===== src/rtl/apb_mgr_arbiter_pkg.sv =====
// apb_mgr_arbiter_pkg
//   Shared definitions for the APB manager arbiter: FSM state encoding and
//   the default per-transfer timeout length.
package apb_mgr_arbiter_pkg;

   typedef enum logic [1:0] {
      IDLE   = 2'd0,
      SETUP  = 2'd1,
      ACCESS = 2'd2,
      RESP   = 2'd3
   } apb_arb_state_e;

   localparam int unsigned ArbTimeoutDefault = 256;

endpackage


===== src/rtl/apb_mgr_arbiter_rr_grant.sv =====
// rr_grant
//   Combinational rotate-priority encoder. Picks the first asserted request
//   at or after ptr, wrapping around the vector.
//   Ports:
//     req        in   N         request vector
//     ptr        in   log2(N)   highest-priority index
//     gnt_onehot out  N         one-hot grant
//     gnt_idx    out  log2(N)   index of the granted request
//     valid      out  1         at least one request present
module rr_grant #(
   parameter int unsigned N = 2
) (
   input  logic [N-1:0]         req,
   input  logic [$clog2(N)-1:0] ptr,
   output logic [N-1:0]         gnt_onehot,
   output logic [$clog2(N)-1:0] gnt_idx,
   output logic                 valid
);

   localparam int unsigned IdxW = $clog2(N);

   always_comb begin
      int unsigned          cand;
      logic [IdxW-1:0]      cand_idx;
      gnt_onehot = '0;
      gnt_idx    = '0;
      valid      = 1'b0;
      cand       = 0;
      cand_idx   = '0;
      for (int unsigned k = 0; k < N; k++) begin
         cand     = (32'(ptr) + k) % N;
         cand_idx = IdxW'(cand);
         if (!valid && req[cand_idx]) begin
            valid                = 1'b1;
            gnt_idx              = cand_idx;
            gnt_onehot[cand_idx] = 1'b1;
         end
      end
   end

endmodule


===== src/rtl/apb_mgr_arbiter.sv =====
// apb_mgr_arbiter
//   Shares one downstream APB subordinate port between NrMgr APB managers.
//   Round-robin, one transfer at a time; each granted transfer is replayed
//   downstream as a fresh SETUP/ACCESS pair. A stuck subordinate is aborted
//   after TimeoutCycles ACCESS cycles and the manager gets PSLVERR.
//   Ports:
//     clk_i, rst_ni                 clock, asynchronous active-high reset
//     mgr_psel_i/penable/pwrite     per-manager APB control
//     mgr_paddr_i/mgr_pwdata_i      per-manager address/data, manager i at slice i
//     mgr_prdata_o                  read data broadcast to all managers
//     mgr_pready_o/mgr_pslverr_o    per-manager completion and error
//     sub_*                         downstream APB subordinate port
//     busy_o                        arbiter not idle
module apb_mgr_arbiter
   import apb_mgr_arbiter_pkg::*;
#(
   parameter int unsigned NrMgr         = 2,
   parameter int unsigned AddrWidth     = 32,
   parameter int unsigned DataWidth     = 32,
   parameter int unsigned TimeoutCycles = ArbTimeoutDefault,
   parameter int unsigned CntWidth      = (TimeoutCycles > 0) ? $clog2(TimeoutCycles + 1) : 1
) (
   input  logic                       clk_i,
   input  logic                       rst_ni,
   input  logic [NrMgr-1:0]           mgr_psel_i,
   input  logic [NrMgr-1:0]           mgr_penable_i,
   input  logic [NrMgr-1:0]           mgr_pwrite_i,
   input  logic [NrMgr*AddrWidth-1:0] mgr_paddr_i,
   input  logic [NrMgr*DataWidth-1:0] mgr_pwdata_i,
   output logic [DataWidth-1:0]       mgr_prdata_o,
   output logic [NrMgr-1:0]           mgr_pready_o,
   output logic [NrMgr-1:0]           mgr_pslverr_o,
   output logic                       sub_psel_o,
   output logic                       sub_penable_o,
   output logic                       sub_pwrite_o,
   output logic [AddrWidth-1:0]       sub_paddr_o,
   output logic [DataWidth-1:0]       sub_pwdata_o,
   input  logic [DataWidth-1:0]       sub_prdata_i,
   input  logic                       sub_pready_i,
   input  logic                       sub_pslverr_i,
   output logic                       busy_o
);

   localparam int unsigned IdxW = $clog2(NrMgr);
   localparam logic [CntWidth-1:0] CntLast =
      (TimeoutCycles != 0) ? CntWidth'(TimeoutCycles - 1) : '0;

   apb_arb_state_e state_q, state_d;

   logic [IdxW-1:0]      ptr_q;
   logic [IdxW-1:0]      gnt_q;
   logic [CntWidth-1:0]  cnt_q;
   logic                 write_q;
   logic [AddrWidth-1:0] addr_q;
   logic [DataWidth-1:0] wdata_q;
   logic [DataWidth-1:0] rdata_q;
   logic                 err_q;

   logic [NrMgr-1:0]     gnt_onehot;
   logic [IdxW-1:0]      gnt_idx;
   logic                 gnt_valid;
   logic                 sel_write;
   logic [AddrWidth-1:0] sel_addr;
   logic [DataWidth-1:0] sel_wdata;
   logic                 timeout;

   // Requests are taken from PSEL alone; PENABLE adds nothing the arbiter needs.
   logic penable_unused;
   assign penable_unused = &mgr_penable_i;

   rr_grant #(
      .N (NrMgr)
   ) u_rr_grant (
      .req        (mgr_psel_i),
      .ptr        (ptr_q),
      .gnt_onehot (gnt_onehot),
      .gnt_idx    (gnt_idx),
      .valid      (gnt_valid)
   );

   // AND-OR mux of the granted manager's request fields.
   always_comb begin
      sel_write = 1'b0;
      sel_addr  = '0;
      sel_wdata = '0;
      for (int unsigned i = 0; i < NrMgr; i++) begin
         if (gnt_onehot[i]) begin
            sel_write = sel_write | mgr_pwrite_i[i];
            sel_addr  = sel_addr  | mgr_paddr_i[i*AddrWidth +: AddrWidth];
            sel_wdata = sel_wdata | mgr_pwdata_i[i*DataWidth +: DataWidth];
         end
      end
   end

   // Next state and outputs.
   always_comb begin
      state_d       = state_q;
      timeout       = 1'b0;
      sub_psel_o    = 1'b0;
      sub_penable_o = 1'b0;
      mgr_pready_o  = '0;
      mgr_pslverr_o = '0;
      busy_o        = (state_q != IDLE);
      unique case (state_q)
         IDLE: begin
            if (gnt_valid) state_d = SETUP;
         end
         SETUP: begin
            sub_psel_o = 1'b1;
            state_d    = ACCESS;
         end
         ACCESS: begin
            sub_psel_o    = 1'b1;
            sub_penable_o = 1'b1;
            // A PREADY on the final allowed cycle wins over the timeout.
            if (sub_pready_i) begin
               state_d = RESP;
            end else if ((TimeoutCycles != 0) && (cnt_q == CntLast)) begin
               timeout = 1'b1;
               state_d = RESP;
            end
         end
         RESP: begin
            for (int unsigned i = 0; i < NrMgr; i++) begin
               mgr_pready_o[i]  = (gnt_q == IdxW'(i));
               mgr_pslverr_o[i] = (gnt_q == IdxW'(i)) && err_q;
            end
            state_d = IDLE;
         end
         default: state_d = IDLE;
      endcase
   end

   always_ff @(posedge clk_i or posedge rst_ni) begin
      if (rst_ni) begin
         state_q <= IDLE;
         ptr_q   <= '0;
         gnt_q   <= '0;
         cnt_q   <= '0;
         write_q <= 1'b0;
         addr_q  <= '0;
         wdata_q <= '0;
         rdata_q <= '0;
         err_q   <= 1'b0;
      end else begin
         state_q <= state_d;
         unique case (state_q)
            IDLE: begin
               if (gnt_valid) begin
                  gnt_q   <= gnt_idx;
                  write_q <= sel_write;
                  addr_q  <= sel_addr;
                  wdata_q <= sel_wdata;
               end
            end
            ACCESS: begin
               cnt_q <= cnt_q + CntWidth'(1);
               if (sub_pready_i) begin
                  rdata_q <= sub_prdata_i;
                  err_q   <= sub_pslverr_i;
               end else if (timeout) begin
                  rdata_q <= '0;
                  err_q   <= 1'b1;
               end
            end
            RESP: begin
               ptr_q <= (gnt_q == IdxW'(NrMgr - 1)) ? '0 : gnt_q + IdxW'(1);
               cnt_q <= '0;
            end
            default: ;
         endcase
      end
   end

   assign sub_pwrite_o = write_q;
   assign sub_paddr_o  = addr_q;
   assign sub_pwdata_o = wdata_q;
   assign mgr_prdata_o = rdata_q;

endmodule


===== config.mk =====
export PLATFORM = sky130hd
export DESIGN_NAME = apb_mgr_arbiter
export DESIGN_NICKNAME = d
export VERILOG_FILES = /design/src/rtl/apb_mgr_arbiter_pkg.sv /design/src/rtl/apb_mgr_arbiter_rr_grant.sv /design/src/rtl/apb_mgr_arbiter.sv
export SDC_FILE = /design/constraint.sdc
export NUM_CORES = 1
export LEC_CHECK = 0
export ABC_AREA = 1
export CELL_PAD_IN_SITES_DETAIL_PLACEMENT = 0
export CELL_PAD_IN_SITES_GLOBAL_PLACEMENT = 1
export CORE_MARGIN = 3
export CORE_UTILIZATION = 23
export DETAILED_ROUTE_END_ITERATION = 10
export PLACE_DENSITY_LB_ADDON = 0.25
export SKIP_CTS_REPAIR_TIMING = 1
export SLEW_MARGIN = 5
export SYNTH_ARGS = -nofsm -noshare
export SYNTH_HDL_FRONTEND = slang
export SYNTH_SLANG_ARGS = --single-unit
export TNS_END_PERCENT = 5

===== constraint.sdc =====
create_clock -name clk_i -period 4.56 [get_ports clk_i]
set_input_delay 0.456 -clock clk_i [delete_from_list [all_inputs] [get_ports clk_i]]
set_output_delay 0.456 -clock clk_i [all_outputs]
set_load 0.01 [all_outputs]

==> results list <==
- Run status: completed
- Ratio of routed vias to standard cells: 4.340
* Chain of cells forming the critical path: ha_1 > inv_1 > nor3_1 > clkdlybuf4s50_1
- Number of input and output port buffers inserted: 271
* Leakage dissipation: 4.146 nW
- Chip height: 159.4 um
* Routed via count: 5368
- At the end of the flow, the number of nets in the layout was 1096.
* Num CTS Buffers: 9
- Biggest area contributors in the synthesized netlist: dfrtp_1, nand2_1, nand3_1
- Clock-pin slew was measured on the worst setup and hold paths at 0.08 ns.
* Synthesized area divided by synthesized cell count: 7.966 um2
- The clock passes through at most 2 buffers.
- The final layout contains routed wiring with a total length of 19.68 mm.
- Among all flip-flop cells after synthesis, the most frequent one is dfrtp_1.
- Post-DP HPWL: 13.31 mm
- Number of failing setup endpoints in the final timing report: 0
- Global routing used 15.30% of the available tracks.
* Share of the cycle needed by the critical path after routing: 54.24%
- Of all nets on the critical path, the largest fanout is 11.
* Area Overhead vs Synth: 59.20%
* Share of async-settable or async-resettable flops after synthesis: 100.0%
- Initial antenna violation count: 1
- The synthesized design contains 111 register bits.
- STA classifies the critical path startpoint as a flop.
- The first TritonRoute pass finished after 4 iterations.
* Final global-route overflow total: 0
* RSZ-0062 raised after global routing: no
* Die outline area: 25390 um2
- The number of global-route vias before repair was 5262.
- Number of instances in the synthesized netlist: 679
- In the final routed layout, each cell accounts on average for 15.91 um.
- During synthesis, Yosys emitted a total of 0 warnings.
- Maximum clock skew at final layout: 0.008894 ns
* Layout cells sized above 1: 3.788%
- Cell area after technology mapping: 5409 um2
* Max-cap violation count: 0
- Violation count after the first detailed-routing iteration: 337
* CP max-delay cell: clkdlybuf4s50_1
- Number of nets produced by synthesis: 855
* Number of nets with antenna violations after detailed routing: 0
- In the final timing run, aggregate negative setup slack is 0 ns.
* Leading cell type by number of instances after synthesis: nand2_1
* GPL Wtd Cong: 0.7370
- Number of distinct library cells after synthesis: 21
- Class of the tightest hold or removal check: flop to flop
- TritonCTS Sinks: 111
- Tightest slew margin relative to the limit: 30.18%
* Worst setup timing slack at the placement stage: 2.246 ns
- Entering global routing, the biggest net connects 68 pins.
- Effective utilization at floorplan: 23.67%
- For the worst-skew pair, the clock arrives at the later sink with an insertion delay of 0.35 ns.
- STA puts the critical path data arrival time at 2.02 ns.
- Ranked by instance count, the synthesized netlist is headed by nand2_1, nand3_1, dfrtp_1.
- Inserted Diodes: 0
- Endpoint type of the worst setup path: output port
* Critical path type: flop to output port
- The H-tree was split into 3 levels.
- Minimum period implied by the final worst setup slack: 2.473 ns
- In this run, synthesis inferred 0 flip-flops with an integrated enable.
- In this design, the stage delay of the slowest critical-path cell is 0.61 ns.
- Final Hold Viols: 0
- For this design the ratio of total power to cell area is 558.6 nW/um2.
- Number of placed I/O pins: 274
- FILL cells: 2440
* Core Region: 22850 um2
- The worst-case IR drop observed on VDD is 222.5 uV.
- Root Driver: clkbuf_16
- F_max: 404.3 MHz
* TritonCTS clock tree: built
* Number of pins with negative max-slew slack in the final report: 0
- Sequential cell area in the final layout: 2778 um2
* Portion of synthesized cell area occupied by the leading cell type: 51.35%
* Cell type contributing the most total cell area after synthesis: dfrtp_1
- Post-synthesis sequential area ratio: 51.35%
* Transition time at the pin with the least slew margin: 1.046 ns
* Area occupied by multi-input gates: 2291 um2
- In this run the horizontal extent of the chip is 159.4 um.
- Required time at the endpoint of the critical path: 4.10 ns
- Once routing completed, OpenROAD measured the worst setup slack at 2.087 ns.
- First-pass GRT wire length: 31.15 mm
- Number of core rows: 55
- For this run, design rule violations remaining after detail routing come to 0.
## worst paths after layout
path                       slack (ns)  cells past startpoint          endpoint       startpoint
hold / removal                   0.48                      2   sub_paddr_o[29]  sub_paddr_o[29]
max in group asynchronous        3.06                      3   sub_pwdata_o[7]           rst_ni
setup reg to reg                 2.36                      5  mgr_prdata_o[25]       state_q[0]
setup / recovery                 2.09                      4  mgr_pslverr_o[0]       state_q[1]
hold reg to reg                  0.48                      2   sub_paddr_o[29]  sub_paddr_o[29]
min in group asynchronous        0.59                      2  mgr_prdata_o[10]           rst_ni
## flip-flops by register name, indices dropped and copies added, names as in the netlist
name,cells
ptr_q,1
mgr_prdata_o,32
sub_pwrite_o,1
sub_paddr_o,32
cnt_q,9
state_q,2
err_q,1
gnt_q,1
sub_pwdata_o,32
## metal layers
layer	global-route usage, %	up-vias	part of all wire [%]
li1	-	2694	-
met1	21.22	2440	46
met2	23.32	213	44
met3	4.917	19	8.3
met4	3.542	2	1.4
met5	0	-	0.066
## report_power, final
part           switching, mW  internal [mW]
combinational           1.21           1.17
sequential             0.219           1.39
clock                  0.383          0.444
## layout make-up
type	instances	area share (%)
repair buffers	280	32.17
clock inverters	5	0.7411
multi-input cells	498	26.61
inverters	20	0.9009
clock buffers	10	2.775
well taps	313	4.548
flip-flops and latches	111	32.26
## cells in the final DEF, fill, tap and decap left out
cell,count
nand3_1,136
buf_2,2
a22o_1,32
buf_4,9
nand4_1,2
dfrtp_1,111
clkdlybuf4s50_1,269
clkinvlp_4,1
inv_6,2
ha_1,6
inv_1,16
o21ai_2,1
o21ai_0,5
nor3_1,3
nand2_2,3
clkbuf_16,9
clkbuf_8,1
a21oi_1,5
or2_2,1
inv_2,3
bufinv_16,1
nand2_1,287
clkinv_4,1
nor2_1,16
inv_4,1
o22ai_1,1
## critical path: cells and delay by family (launching register included)
kind / cells / cell delay, ns
adders and majority gates: 1 / 0.22
DFF: 1 / 0.40
buffers and inverters: 2 / 0.80
and+or+nand+nor: 1 / 0.23
## cells by family (layout without fill, tap and decap cells)
logic type / count (synthesis) / after routing / synth area share, %
adders and majority gates: 6 / 6 / 1.388
DFF: 111 / 111 / 51.35
and+or+nand+nor: 448 / 448 / 34.49
AOI/OAI and AO/OA: 44 / 44 / 6.315
buffers and inverters: 70 / 315 / 6.454
## per-stage QoR
stage          area, um2  hold slack, ns  std cells  power (mW)  utilization [%]
3_3_place_gp        8308          0.4610       1222       4.036            36.36
4_1_cts             8611          0.4842       1237       4.903            37.69
5_1_grt             8611          0.5046       1237       5.179            37.69
6_report            8611          0.4793       1237       4.810            37.69
2_1_floorplan       5409          0.4559        679       2.822                -
3_5_place_dp        8308          0.4643       1222       4.045            36.36
Power figures use the tool's default switching activity.
